**src/rtl/cdb_arbiter.sv**
```systemverilog
`timescale 1ns/1ps
// -----------------------------------------------------------------------------
// cdb_arbiter
//
// Complete-stage arbiter between the functional units and the common data
// bus. Each FU owns a one-entry holding buffer for its finished result
// (destination tag + value). Every cycle at most one buffered result is
// chosen round-robin and broadcast on the registered CDB outputs, which feed
// the reservation stations, the map table and the ROB.
//
// Parameters
//   NUM_FU  number of functional units / holding buffers
//   T_W     physical register tag width
//   D_W     result data width
//
// Ports
//   clock        system clock, all state updates on the rising edge
//   reset        asynchronous active-low reset
//   en           global stall; when low every register holds
//   squash       synchronous mispredict flush of all buffered results
//   fu_valid     per-FU "result presented this cycle"
//   fu_T_idx     packed destination tags, slice i = [i*T_W +: T_W]
//   fu_result    packed result values,   slice i = [i*D_W +: D_W]
//   fu_free      per-FU "buffer can accept a result this cycle"
//   complete_en  CDB carries a valid broadcast
//   CDB_T        broadcast tag
//   CDB_value    broadcast value
//   CDB_grant    one-hot source FU of the current broadcast
// -----------------------------------------------------------------------------
module cdb_arbiter #(
    parameter int NUM_FU = 5,
    parameter int T_W    = 6,
    parameter int D_W    = 64
) (
    input  logic                  clock,
    input  logic                  reset,
    input  logic                  en,
    input  logic                  squash,
    input  logic [NUM_FU-1:0]     fu_valid,
    input  logic [NUM_FU*T_W-1:0] fu_T_idx,
    input  logic [NUM_FU*D_W-1:0] fu_result,
    output logic [NUM_FU-1:0]     fu_free,
    output logic                  complete_en,
    output logic [T_W-1:0]        CDB_T,
    output logic [D_W-1:0]        CDB_value,
    output logic [NUM_FU-1:0]     CDB_grant
);

    // A single-FU build still needs a one-bit pointer.
    localparam int PTR_W = (NUM_FU > 1) ? $clog2(NUM_FU) : 1;

    // -------------------------------------------------------------------------
    // State
    // -------------------------------------------------------------------------
    logic [NUM_FU-1:0] buf_valid;
    logic [T_W-1:0]    buf_T   [NUM_FU];
    logic [D_W-1:0]    buf_val [NUM_FU];
    logic [PTR_W-1:0]  rr_ptr;

    // -------------------------------------------------------------------------
    // Combinational arbitration signals
    // -------------------------------------------------------------------------
    logic [NUM_FU-1:0] grant;
    logic [PTR_W-1:0]  win_idx;
    logic              found;
    logic [PTR_W:0]    scan;
    logic [NUM_FU-1:0] accept;
    logic              active;
    logic [PTR_W-1:0]  rr_next;

    // Arbitration and capture are both suppressed while stalled or flushing.
    assign active = en && !squash;

    // Round-robin pick: walk the buffers starting at rr_ptr, wrapping modulo
    // NUM_FU, and grant the first full one. The scan index is one bit wider
    // than the pointer so the wrap can be done with a single subtraction
    // instead of a modulo operator.
    always_comb begin
        grant   = '0;
        win_idx = '0;
        found   = 1'b0;
        scan    = '0;
        if (active) begin
            for (int k = 0; k < NUM_FU; k++) begin
                scan = {1'b0, rr_ptr} + (PTR_W+1)'(k);
                if (scan >= (PTR_W+1)'(NUM_FU)) begin
                    scan = scan - (PTR_W+1)'(NUM_FU);
                end
                if (!found && buf_valid[scan[PTR_W-1:0]]) begin
                    found                  = 1'b1;
                    grant[scan[PTR_W-1:0]] = 1'b1;
                    win_idx                = scan[PTR_W-1:0];
                end
            end
        end
    end

    // A buffer being drained this cycle counts as free, which lets an FU
    // hand over a new result on the very edge its previous one is broadcast.
    assign fu_free = active ? (~buf_valid | grant) : '0;

    // Results presented while the buffer is busy are dropped here, so a
    // misbehaving FU can never overwrite a result still waiting for the CDB.
    assign accept = fu_valid & fu_free;

    // Pointer moves to the slot just after the winner so it has the lowest
    // priority next time.
    assign rr_next = (win_idx == PTR_W'(NUM_FU - 1)) ? '0 : win_idx + 1'b1;

    // -------------------------------------------------------------------------
    // Control state: buffer valid bits, round-robin pointer and CDB outputs.
    // A squash empties every buffer and silences the CDB but leaves the last
    // broadcast tag/value in place, since nothing downstream looks at them
    // while complete_en is low.
    // -------------------------------------------------------------------------
    always_ff @(posedge clock or negedge reset) begin
        if (!reset) begin
            buf_valid   <= '0;
            rr_ptr      <= '0;
            complete_en <= 1'b0;
            CDB_T       <= '0;
            CDB_value   <= '0;
            CDB_grant   <= '0;
        end else if (en) begin
            if (squash) begin
                buf_valid   <= '0;
                rr_ptr      <= '0;
                complete_en <= 1'b0;
                CDB_grant   <= '0;
            end else begin
                // Capture wins over the drain so a same-edge refill keeps
                // the buffer full with the new result.
                buf_valid   <= (buf_valid & ~grant) | accept;
                complete_en <= found;
                CDB_grant   <= grant;
                if (found) begin
                    CDB_T     <= buf_T[win_idx];
                    CDB_value <= buf_val[win_idx];
                    rr_ptr    <= rr_next;
                end
            end
        end
    end

    // -------------------------------------------------------------------------
    // Buffer payloads. These carry no reset: their contents only matter while
    // the matching buf_valid bit is set, and that bit is reset above.
    // -------------------------------------------------------------------------
    always_ff @(posedge clock) begin
        for (int i = 0; i < NUM_FU; i++) begin
            if (accept[i]) begin
                buf_T[i]   <= fu_T_idx[i*T_W +: T_W];
                buf_val[i] <= fu_result[i*D_W +: D_W];
            end
        end
    end

endmodule

```
**config.mk**
```make
export PLATFORM = sky130hd
export DESIGN_NAME = cdb_arbiter
export DESIGN_NICKNAME = d
export VERILOG_FILES = /design/src/rtl/cdb_arbiter.sv
export SDC_FILE = /design/constraint.sdc
export NUM_CORES = 1
export LEC_CHECK = 0
export ABC_AREA = 1
export ABC_CLOCK_PERIOD_IN_PS = 7700
export CAP_MARGIN = 10
export CORE_MARGIN = 10
export CORE_UTILIZATION = 44
export DETAILED_ROUTE_END_ITERATION = 7
export GPL_ROUTABILITY_DRIVEN = 0
export PLACE_DENSITY = 0.74
export SLEW_MARGIN = 20
export SYNTH_ARGS = -nofsm -noshare
export SYNTH_HDL_FRONTEND = slang
export SYNTH_SLANG_ARGS = --single-unit
```
**constraint.sdc**
```tcl
create_clock -name clock -period 7.7 [get_ports clock]
set_input_delay 1.155 -clock clock [delete_from_list [all_inputs] [get_ports clock]]
set_output_delay 1.155 -clock clock [all_outputs]
set_load 0.05 [all_outputs]
```
After elaboration in Yosys (flattened, before gate mapping) --
Memory sizes are Yosys's and may differ from the RTL's. A register that Yosys moved wholly into a read port is not among the register bits. Index checks and enable logic that the tools add are counted.
Storage, ports and cells: register bits 14, memory bits (writable) 350, input bits 359, output and inout bits 81, word-level logic and storage cells 136, memories 2
Memories:
- buf_val | depth 5, bits a word 64, read ports 1, clocked after memory_dff 1, wr ports 5, RTL line 57 | logic [D_W-1:0] buf_val [NUM_FU];
- buf_T | depth 5, bits a word 6, read ports 1, clocked after memory_dff 1, wr ports 5, RTL line 56 | logic [T_W-1:0] buf_T [NUM_FU];
Operators by class: $add $sub $neg 10, order comparisons 15, equality and inequality tests 1, muxes and demuxes 73, bitwise gates (word level) 11, reductions and logical operators 20
Operators with widths (count):
- two-way mux 5 bit | 13
- two-way mux 3 bit | 19
- two-way mux 1 bit | 31
- bitwise OR 5 bit | 6
- less-than comparator 3 x 4 -> 1 bit, second input constant | 5
- greater-or-equal comparator 4 x 3 -> 1 bit, second input constant | 4
- binary-select mux 1 bit (select 3 bit) | 5
- demux 1 bit (select 3 bit) | 5
- greater-or-equal comparator 3 x 1 -> 1 bit, second input constant | 5
- subtractor 3 bit, second input constant | 5
- bitwise AND 5 bit | 2
- logical AND 1 bit | 10
- inverter 5 bit | 2
- adder 3 x 2 -> 4 bit, second input constant | 2
- logical NOT 1 bit | 7
- adder 3 x 1 -> 4 bit, second input constant | 1
- adder 3 x 3 -> 4 bit, second input constant | 1
- adder 3 x 1 -> 3 bit, second input constant | 1
- equality test 3 bit, second input constant | 1
- greater-or-equal comparator 3 bit, second input constant | 1
- AND reduction 3 bit | 1
- AND reduction 2 bit | 1
- nonzero test 2 bit | 1
- inverter 1 bit | 1

Depth between registers and ports, before layout --
Gate-level depths: netlist of run 1.
word-level depth 28, mapped depth 26, depth with buffers taken out 24

Worst setup path after synthesis of run 1 --
OpenSTA, ideal clock, no wires.
path kind register to register, start point reg rr_ptr[0], end point mem buf_T[0][0] (enable), library setup time 599 ps, data arrival time 7738 ps, required time 7101 ps, setup slack -637 ps, stages on the path, launching flop included 18, buffers on the path 0, cells stage by stage dfrtp_1 > inv_2 > ha_1 > inv_1 > fa_1 > nor2_1 > nor2_1 > o21ai_1 > inv_1 > nor2_1 > nand3_1 > nand3_1 > nand4_2 > nor2_2 > nand2_1 > nand2_1 > a21oi_1 > nor3b_1
RTL lines:
- start: declaration | RTL line 58 | logic [PTR_W-1:0] rr_ptr;
- start signal: assignment | RTL line 139 | rr_ptr <= rr_next;
- end: declaration | RTL line 56

Worst setup path after layout of run 1 --
start point reg rr_ptr[0], end point out fu_free[4]
Between the ends: longest elaborated chain between the ends 25
RTL lines:
- branches (longest 21 deep; another with adder 3 x 1 -> 4 bit)
- two-way mux 5 bit (*) | RTL line 89 | if (!found && buf_valid[scan[PTR_W-1:0]]) begin
- two-way mux 5 bit (*) | RTL line 83 | if (active) begin
- bitwise OR 5 bit (*) | RTL line 100 | assign fu_free = active ? (~buf_valid | grant) : '0;
- two-way mux 5 bit (*) | RTL line 100
- end: declaration | RTL line 42 | output logic [NUM_FU-1:0] fu_free,
Every way passes the cells marked *. The select of a mux whose other input is x is not followed.

==> metrics.md, run 1 <==
| Metric | Value |
|---|---|
| Count of vias placed by the detailed router | `15100` |
| Commonest cells in the synthesized netlist | `453 x nand2_1, 350 x edfxtp_1, 309 x nand3_1` |
| Detailed Routing Iterations Pass 1 | `6` |
| First-pass GRT wire length | `93600 µm` |
| Setup violations, final | `0` |
| Ys async rst share | `19.4%` |
| Share of layout cells above drive strength 1 | `5.44%` |
| Inserted Clock Buffers | `47` |
| Leakage | `11.0 nW` |
| Combinational family with the most area after synthesis | `simple AND/OR/NAND/NOR gates` |
| Number of enable flip-flop cells after synthesis | `350` |
| CP delay by family, top | `buffers and inverters` |
| Adder and majority gate portion of the synthesized area | `0.755%` |
| Final routed wirelength across all metal layers | `62100 µm` |
| Worst hold-check path type | `flop to flop` |
| Core region area | `43200 µm²` |
| Crit-path cells | `inv_2, ha_1, inv_1, fa_1, nor2_1, nor2_1, o21ai_1, inv_1, nor2_1, nand3_1, nand3_1, nand4_2, inv_2, nand2_1, nand4_1, buf_4, nand2_4, a21oi_1, clkdlybuf4s50_1` |
| Number of instances in the placed design | `2830` |
| PostCTS Resize Cnt | `0` |
| Util after Layout | `59.5%` |
| Quantity of I/O buffers inserted on ports | `439` |
| Most instantiated flip-flop cell in the synthesis netlist | `edfxtp_1` |
| Net count after synthesis | `2252` |
| Post-route antenna net violation count | `0` |
| Effective utilization at floorplan | `44.5%` |
| Most area-consuming cells after synthesis | `edfxtp_1 55%, dfrtp_1 11%, nand2_1 8.8%, nand3_1 8.0%, inv_1 5.7%` |
| Post-synthesis share of cell area spent on and, or, nand and nor gates | `22.8%` |
| Highest clock frequency the design can meet | `158 MHz` |
| Crit path largest cell delay | `0.85 ns` |
| Final number of max-transition violations | `0` |
| FF-to-FF setup slack | `2.14 ns` |
| H-tree Lvls | `2` |
| Most frequent cell after synthesis | `nand2_1` |
| Synth Area in XOR/XNOR | `0.176%` |
| Via count of the first global-routing pass | `15400` |
| Beginning of the worst register-to-register path | `rr_ptr[0]$_DFFE_PN0P_` |
| Register Area | `12600 µm²` |
| Crit-path most repeated cell | `nor2_1` |
| Number of distinct library cells after synthesis | `36` |
| Clock period minus worst slack | `6.35 ns` |
| First element of the critical path | `rr_ptr[0]$_DFFE_PN0P_` |
| Arr. time, crit path | `5.19 ns` |
| Floorplan die width | `229 µm` |
| Share of the synthesized area in compound gates (AO/OA/AOI/OAI) | `2.22%` |
| Hold buffer count at CTS | `0` |
| Max Fanout on Critical Path | `49` |
| Height of the die | `229 µm` |
| Largest net degree at the start of global routing | `144` |
| Number of violations of the max-capacitance limit | `0` |
| Multi-input gate area | `5070 µm²` |
| RSZ-0062 raised after global routing | `false` |
| Register bit count reported by yosys | `434` |
| Sink Count | `434` |
| Post-synthesis sequential area ratio | `65.6%` |
| Number of buffers and inverters on the critical path | `6` |
| Number of nets in the final layout | `2664` |
| Endpoint of the lowest-slack register-to-register path | `rr_ptr[0]$_DFFE_PN0P_` |
| Root buffer selected by CTS | `clkbuf_16` |
| Drt wl/cell | `21.2 µm` |
| Die Outline Area | `52500 µm²` |
| Transition time of the tightest slew-check pin | `1.06 ns` |
| Multiplexer area fraction after synthesis | `0%` |
| Most area-hungry cell type in the Yosys netlist | `edfxtp_1` |
| Global-route total usage across every layer | `23.1%` |
| Levels on crit path | `19` |
| Clock insertion delay at the later pin of the skew report | `0.60 ns` |
| Warnings, synthesis | `0` |
| Violation count after the first detailed-route iteration | `1580` |
| Core Rows | `76` |
| Worst vdd ir | `1.43 mV` |
| Clock-pin slew of the registers on the worst-case setup and hold paths | `0.06 ns` |
| Final hold violation count | `0` |
| Residual DRC count | `0` |
| Length in cells of the worst reg-to-reg path | `22` |
| Critical Path Source Type | `flop` |
| Termination of the worst setup path | `fu_free[4]` |
| Total congestion overflow | `0` |
| Non-filler instance count after layout | `2925` |
| Data required time at the worst endpoint | `6.55 ns` |
| Via-to-Cell Ratio | `5.17` |
| Detailed-placement wirelength estimate | `41100 µm` |
| Worst-case headroom to the max-slew limit | `29.1%` |
| Post CTS Setup Buffer Count | `0` |
| Tcrit/Tclk final | `82.5%` |
| Mapped cell area | `19200 µm²` |
| Element type at the critical path end | `primary output` |
| Number of buffers on the longest clock path | `3` |
| Post-Synthesis Mean Instance Area | `10.2 µm²` |
| Slowest cell on the critical path | `clkdlybuf4s50_1` |
| Power Density | `424 nW/µm²` |
| Growth of design area from synthesis to finish | `33.6%` |
| Run status | `completed` |
| CTS tree | `done` |
| Number of antenna violations at the first check in global routing | `11` |
| Number of fillers in the final layout | `3565` |
| Setup skew after layout | `0.0257 ns` |
| Post-synthesis instance total | `1882` |
| Fraction of post-synthesis cell area in the top cell type by area | `54.7%` |
| Boundary pin count | `440` |
| Critical Setup Path Class | `flop to primary output` |
==> report_power, final <==
| part | internal (W) | total, W | switching (W) |
|---|---|---|---|
| clock | 0.00137 | 0.00233 | 0.000963 |
| sequential | 0.00284 | 0.00301 | 0.000177 |
| combinational | 0.00155 | 0.00556 | 0.00401 |
| total | 0.00575 | 0.0109 | 0.00515 |
==> state kept, by name, indices dropped and copies added (netlist names) <==
name         flops
CDB_T            6
CDB_grant        5
CDB_value       64
buf_T           30
buf_val        320
buf_valid        5
complete_en      1
rr_ptr           3
==> through the flow <==
step	hold slack [ns]	setup TNS [ns]	worst slack [ns]	total power (W)	cell area, µm²
6_report	0.479	0	1.35	0.0109	25700
3_5_place_dp	0.464	0	1.98	0.00861	24100
2_1_floorplan	0.471	-127.02	-0.637	0.00691	19200
3_3_place_gp	0.463	0	2.04	0.00849	24100
4_1_cts	0.483	0	1.36	0.0110	25700
5_1_grt	0.503	0	0.931	0.0116	25700
==> area by class of cell <==
class / instances / share of cell area (%)
Inverter: 302 / 4.41
Clock buffer: 67 / 5.10
Tap cell: 585 / 2.85
Multi-Input combinational cell: 1052 / 19.7
Sequential cell: 434 / 49.1
Antenna cell: 7 / 0.0682
Timing Repair Buffer: 457 / 17.6
Clock inverter: 21 / 1.12
==> metal layers <==
| layer | track usage [%] | routed length (µm) | part of all wire [%] | up-vias |
|---|---|---|---|---|
| met5 | 0 | 54 | 0.087 | - |
| met1 | 27.8 | 23600 | 38 | 7217 |
| met4 | 8.15 | 2010 | 3.2 | 8 |
| met2 | 40.1 | 31500 | 51 | 764 |
| li1 | - | - | - | 7002 |
| met3 | 4.82 | 5000 | 8.1 | 130 |
==> worst register-to-register path, cell delays in order (launching register included) <==
cell and delay (ns):
dfrtp_1 0.59, inv_2 0.27, ha_1 0.20, inv_1 0.06
fa_1 0.38, nor2_1 0.20, nor2_1 0.10, o21ai_1 0.25
inv_1 0.07, nor2_1 0.18, nand3_1 0.11, nand3_1 0.18
inv_1 0.07, nand2_2 0.10, nor2_1 0.07, inv_1 0.05
nand2_1 0.11, nand2_8 0.67, nand2_8 0.89, ha_1 0.59
a21oi_1 0.20, nand2_1 0.07, o21ai_0 0.10
==> logic make-up (layout without fill, tap and decap cells) <==
| kind of cell | Yosys count | after routing |
|---|---|---|
| other | 0 | 7 |
| AOI/OAI and AO/OA | 81 | 81 |
| and+or+nand+nor | 957 | 957 |
| buffers and inverters | 396 | 847 |
| adders and majority gates | 11 | 11 |
| xor gates and xnor gates | 3 | 3 |
| DFF | 434 | 434 |
==> worst min path at each step <==
| stage | depth (start not counted) | endpoint | startpoint |
|---|---|---|---|
| 2_1_floorplan | 2 | buf_valid[1]$_DFFE_PN0P_ | buf_valid[1]$_DFFE_PN0P_ |
| 6_report | 2 | CDB_value[17]$_DFFE_PN0P_ | CDB_value[17]$_DFFE_PN0P_ |
| 3_3_place_gp | 2 | CDB_value[16]$_DFFE_PN0P_ | CDB_value[16]$_DFFE_PN0P_ |
| 4_1_cts | 2 | CDB_value[17]$_DFFE_PN0P_ | CDB_value[17]$_DFFE_PN0P_ |
| 3_5_place_dp | 2 | CDB_value[28]$_DFFE_PN0P_ | CDB_value[28]$_DFFE_PN0P_ |
| 5_1_grt | 2 | CDB_grant[3]$_DFFE_PN0P_ | CDB_grant[3]$_DFFE_PN0P_ |
==> cell usage in the layout (no fill, tap or decap), types with 3 or more instances in the layout <==
cell,netlist,final
a21oi_1,55,55
a22o_1,3,3
buf_4,5,19
bufinv_16,0,5
clkbuf_1,28,14
clkbuf_16,0,47
clkbuf_8,0,6
clkdlybuf4s50_1,0,438
clkinv_1,1,4
clkinv_2,0,4
clkinv_4,0,3
dfrtp_1,84,84
diode_2,0,7
edfxtp_1,350,350
ha_1,10,10
inv_1,294,294
inv_2,7,7
nand2_1,453,451
nand2_2,7,6
nand3_1,309,309
nand3_2,4,4
nand3b_1,72,72
nand4_1,11,11
nor2_1,87,85
nor2_2,3,4
nor2_4,4,5
nor3b_2,0,3
o21ai_0,16,16
o21ai_1,3,3
(Power assumes the default switching activity.)
==> inputs of run 2 (changes only) <==
- ABC_CLOCK_PERIOD_IN_PS: 7700 -> 6600
- PLACE_DENSITY: 0.74 -> 0.72
- clock period: 7.7 -> 6.6 ns (I/O delays scaled with it)
==> metrics.md, run 2 (synthesized netlist as in run 1, its figures left out) <==
| Metric | Value |
|---|---|
| Run status | `completed` |
| Core Rows | `76 (unchanged)` |
| Number of violations of the max-capacitance limit | `0 (unchanged)` |
| Worst vdd ir | `1.03 mV (-28%)` |
| Post-route antenna net violation count | `0 (unchanged)` |
| Internal power | `0.00669 W (+16%)` |
| Top Registers | `buf_val (320), CDB_value (64), buf_T (30)` |
| Slowest cell on the critical path | `clkdlybuf4s50_1` |
| Crit path largest cell delay | `0.84 ns (about the same)` |
| Number of antenna violations at the first check in global routing | `19 (+8)` |
| Root buffer selected by CTS | `clkbuf_16` |
| Endpoint of the lowest-slack register-to-register path | `CDB_value[47]$_DFFE_PN0P_` |
| Violation count after the first detailed-route iteration | `1379 (-13%)` |
| Clock period minus worst slack | `6.04 ns` |
| Global-route track usage on met3 | `5.20% (+0.38 points)` |
| Crit-path cells | `inv_2, ha_1, inv_1, fa_1, nor2_1, nor2_1, o21ai_1, inv_1, nor2_1, nand3_1, nand3_1, nand4_2, inv_2, nand2_1, nand4_1, nand2_4, a21oi_1, clkdlybuf4s50_1` |
| Sink Count | `434 (unchanged)` |
| Transition time of the tightest slew-check pin | `1.11 ns (+0.0438 ns)` |
| Inserted Clock Buffers | `48 (+2.1%)` |
| Worst hold-check path type | `input pin to asynchronous set/reset pin` |
| Highest clock frequency the design can meet | `165 MHz` |
| Most frequent standard cell in the layout excluding fill and tap cells | `nand2_1` |
| RSZ-0062 raised after global routing | `false` |
| Final routed wirelength across all metal layers | `62700 µm (+0.84%)` |
| Final setup margin | `0.556 ns (-0.795 ns)` |
| Element type at the critical path end | `primary output` |
| Setup Slack @ Placement | `1.26 ns (-0.715 ns)` |
| Clock-pin slew of the registers on the worst-case setup and hold paths | `0.06 ns (about the same)` |
| H-tree Lvls | `2 (unchanged)` |
| Final hold violation count | `0 (unchanged)` |
| Number of nets in the final layout | `2663 (-0.038%)` |
| CTS tree | `done` |
| Global-route total usage across every layer | `23.2% (+0.15 points)` |
| CP delay by family, top | `simple AND/OR/NAND/NOR gates` |
| Worst-case headroom to the max-slew limit | `26.2% (-2.9 points)` |
| Top library cells by usage in the layout, fill and taps aside | `451 x nand2_1, 438 x clkdlybuf4s50_1, 350 x edfxtp_1` |
| Detailed-placement wirelength estimate | `41100 µm (-0.11%)` |
| Hold buffer count at CTS | `0 (unchanged)` |
| Crit-path most repeated cell | `nor2_1` |
| Quantity of I/O buffers inserted on ports | `439 (unchanged)` |
| Leakage | `11.0 nW (about the same)` |
| Critical Path Source Type | `flop` |
| Number of buffers on the longest clock path | `3 (unchanged)` |
| P_sw | `0.00609 W (+18%)` |
| Final number of max-transition violations | `0 (unchanged)` |
| Effective utilization at floorplan | `44.5% (unchanged)` |
| Detailed Routing Iterations Pass 1 | `6 (unchanged)` |
| Largest net degree at the start of global routing | `144 (unchanged)` |
| Clock Power Share | `20.7% (-0.7 points)` |
| Height of the die | `229 µm (unchanged)` |
| Beginning of the worst register-to-register path | `rr_ptr[0]$_DFFE_PN0P_` |
| PostCTS Resize Cnt | `0 (unchanged)` |
| Tcrit/Tclk final | `91.6%` |
| Critical Setup Path Class | `flop to primary output` |
| Sw Share | `47.6% (+0.41 points)` |
| Data required time at the worst endpoint | `5.61 ns (-0.94 ns)` |
| Floorplan die width | `229 µm (unchanged)` |
| Via count of the first global-routing pass | `15200 (-1.1%)` |
| Share of power burned in registers | `27.5% (about the same)` |
| FF-to-FF setup slack | `1.28 ns (-0.86 ns)` |
| Count of vias placed by the detailed router | `15000 (-0.94%)` |
| Arr. time, crit path | `5.05 ns (-0.14 ns)` |
| Setup skew after layout | `0.0154 ns (-0.0103 ns)` |
| Share of layout cells above drive strength 1 | `5.23% (-0.21 points)` |
| Growth of design area from synthesis to finish | `33.7% (about the same)` |
| Setup violations, final | `0 (unchanged)` |
| Power Density | `497 nW/µm² (+17%)` |
| Core region area | `43200 µm² (unchanged)` |
| Drt wl/cell | `21.4 µm (+0.60%)` |
| Placement Cell Area | `24100 µm² (+0.20%)` |
| Via-to-Cell Ratio | `5.11 (-1.2%)` |
| Die Outline Area | `52500 µm² (unchanged)` |
| Residual DRC count | `0 (unchanged)` |
| Number of buffers and inverters on the critical path | `5 (-1)` |
| Util after Layout | `59.5% (about the same)` |
| Clock insertion delay at the later pin of the skew report | `0.59 ns (about the same)` |
| Most congested layer reported by global routing | `met2` |
| Boundary pin count | `440 (unchanged)` |
| First-pass GRT wire length | `93300 µm (-0.27%)` |
| Design area | `25700 µm² (about the same)` |
| Overall power after layout | `0.0128 W (+17%)` |
| Fraction of power consumed by combinational cells | `51.8% (+0.8 points)` |
| Most flop-heavy register | `buf_val` |
| Length in cells of the worst reg-to-reg path | `19 (-14%)` |
| Max Fanout on Critical Path | `22 (-55%)` |
| Total congestion overflow | `0 (unchanged)` |
| Max FFs per register | `320 (unchanged)` |
| GR Layer Usage met1 | `28.5% (+0.69 points)` |
| Post CTS Setup Buffer Count | `0 (unchanged)` |
| GRT met2 Usage | `39.1% (-1.1 points)` |
run 2: changes by cell type in the layout (fill, tap and decap cells not counted), sizes merged:
cell	previous run	this run
buf	19	17
bufinv	5	4
clkinvlp	2	1
clkinv	13	22
diode	7	14
clkbuf	67	62
run 2: worst max path at each step:
stage	start	cells past startpoint	slack, ns	end
after detailed placement	rr_ptr[0]$_DFFE_PN0P_	18	1.26	fu_free[4]
after CTS	rr_ptr[0]$_DFFE_PN0P_	18	0.61	fu_free[4]
after global routing	rr_ptr[0]$_DFFE_PN0P_	18	0.17	fu_free[4]
after global placement	rr_ptr[0]$_DFFE_PN0P_	18	1.39	fu_free[4]
final	rr_ptr[0]$_DFFE_PN0P_	18	0.56	fu_free[4]
after floorplan	rr_ptr[0]$_DFFE_PN0P_	17	-1.74	buf_T[0][0]$_DFFE_PP_
run 2: per-layer routing:
metal | up-vias | part of all wire (%)
met2 | 749 | 50
met1 | 7087 | 39
met3 | 119 | 8.0
met4 | 10 | 2.9
li1 | 7014 | -
met5 | - | 0.11
run 2: power by group through the flow:
stage          Sequential [W]  Clock (W)  Combinational [W]
3_3_place_gp          0.00355          0            0.00647
2_1_floorplan         0.00427          0            0.00379
3_5_place_dp          0.00355          0            0.00659
5_1_grt               0.00354    0.00279            0.00720
4_1_cts               0.00351    0.00269            0.00662
6_report              0.00351    0.00265            0.00662
run 2: layout make-up:
type                       count  area, µm²
antenna                       14       35.0
fill                        3639      17500
clock buffer                  62       1280
sequential                   434      12600
tap                          585        732
multi-input combinational   1052       5060
inverter                     302       1130
clock inverter                28        268
timing repair buffer         455       4580
run 2: worst reg2reg max path: stages, from the launching register on:
cell	delay [ns]
dfrtp_1	0.72
inv_2	0.23
ha_1	0.29
ha_1	0.30
o21ai_1	0.17
nand2_1	0.15
nand2_1	0.10
nand2_1	0.17
o21ai_0	0.28
nand3_1	0.19
nand4_2	0.20
nor2_2	0.08
nor2_4	0.17
buf_4	0.67
buf_4	0.81
nand3b_1	0.26
nand3_1	0.14
nand3_1	0.09
nand2_1	0.13
nand2_1	0.07
run 2: through the flow:
stage	hold slack [ns]	TNS (ns)	std cells
after global placement	0.463	0	2828
after CTS	0.303	0	2918
after floorplan	0.471	-358.02	1882
final	0.319	0	2932
after detailed placement	0.464	0	2828
after global routing	0.321	0	2931
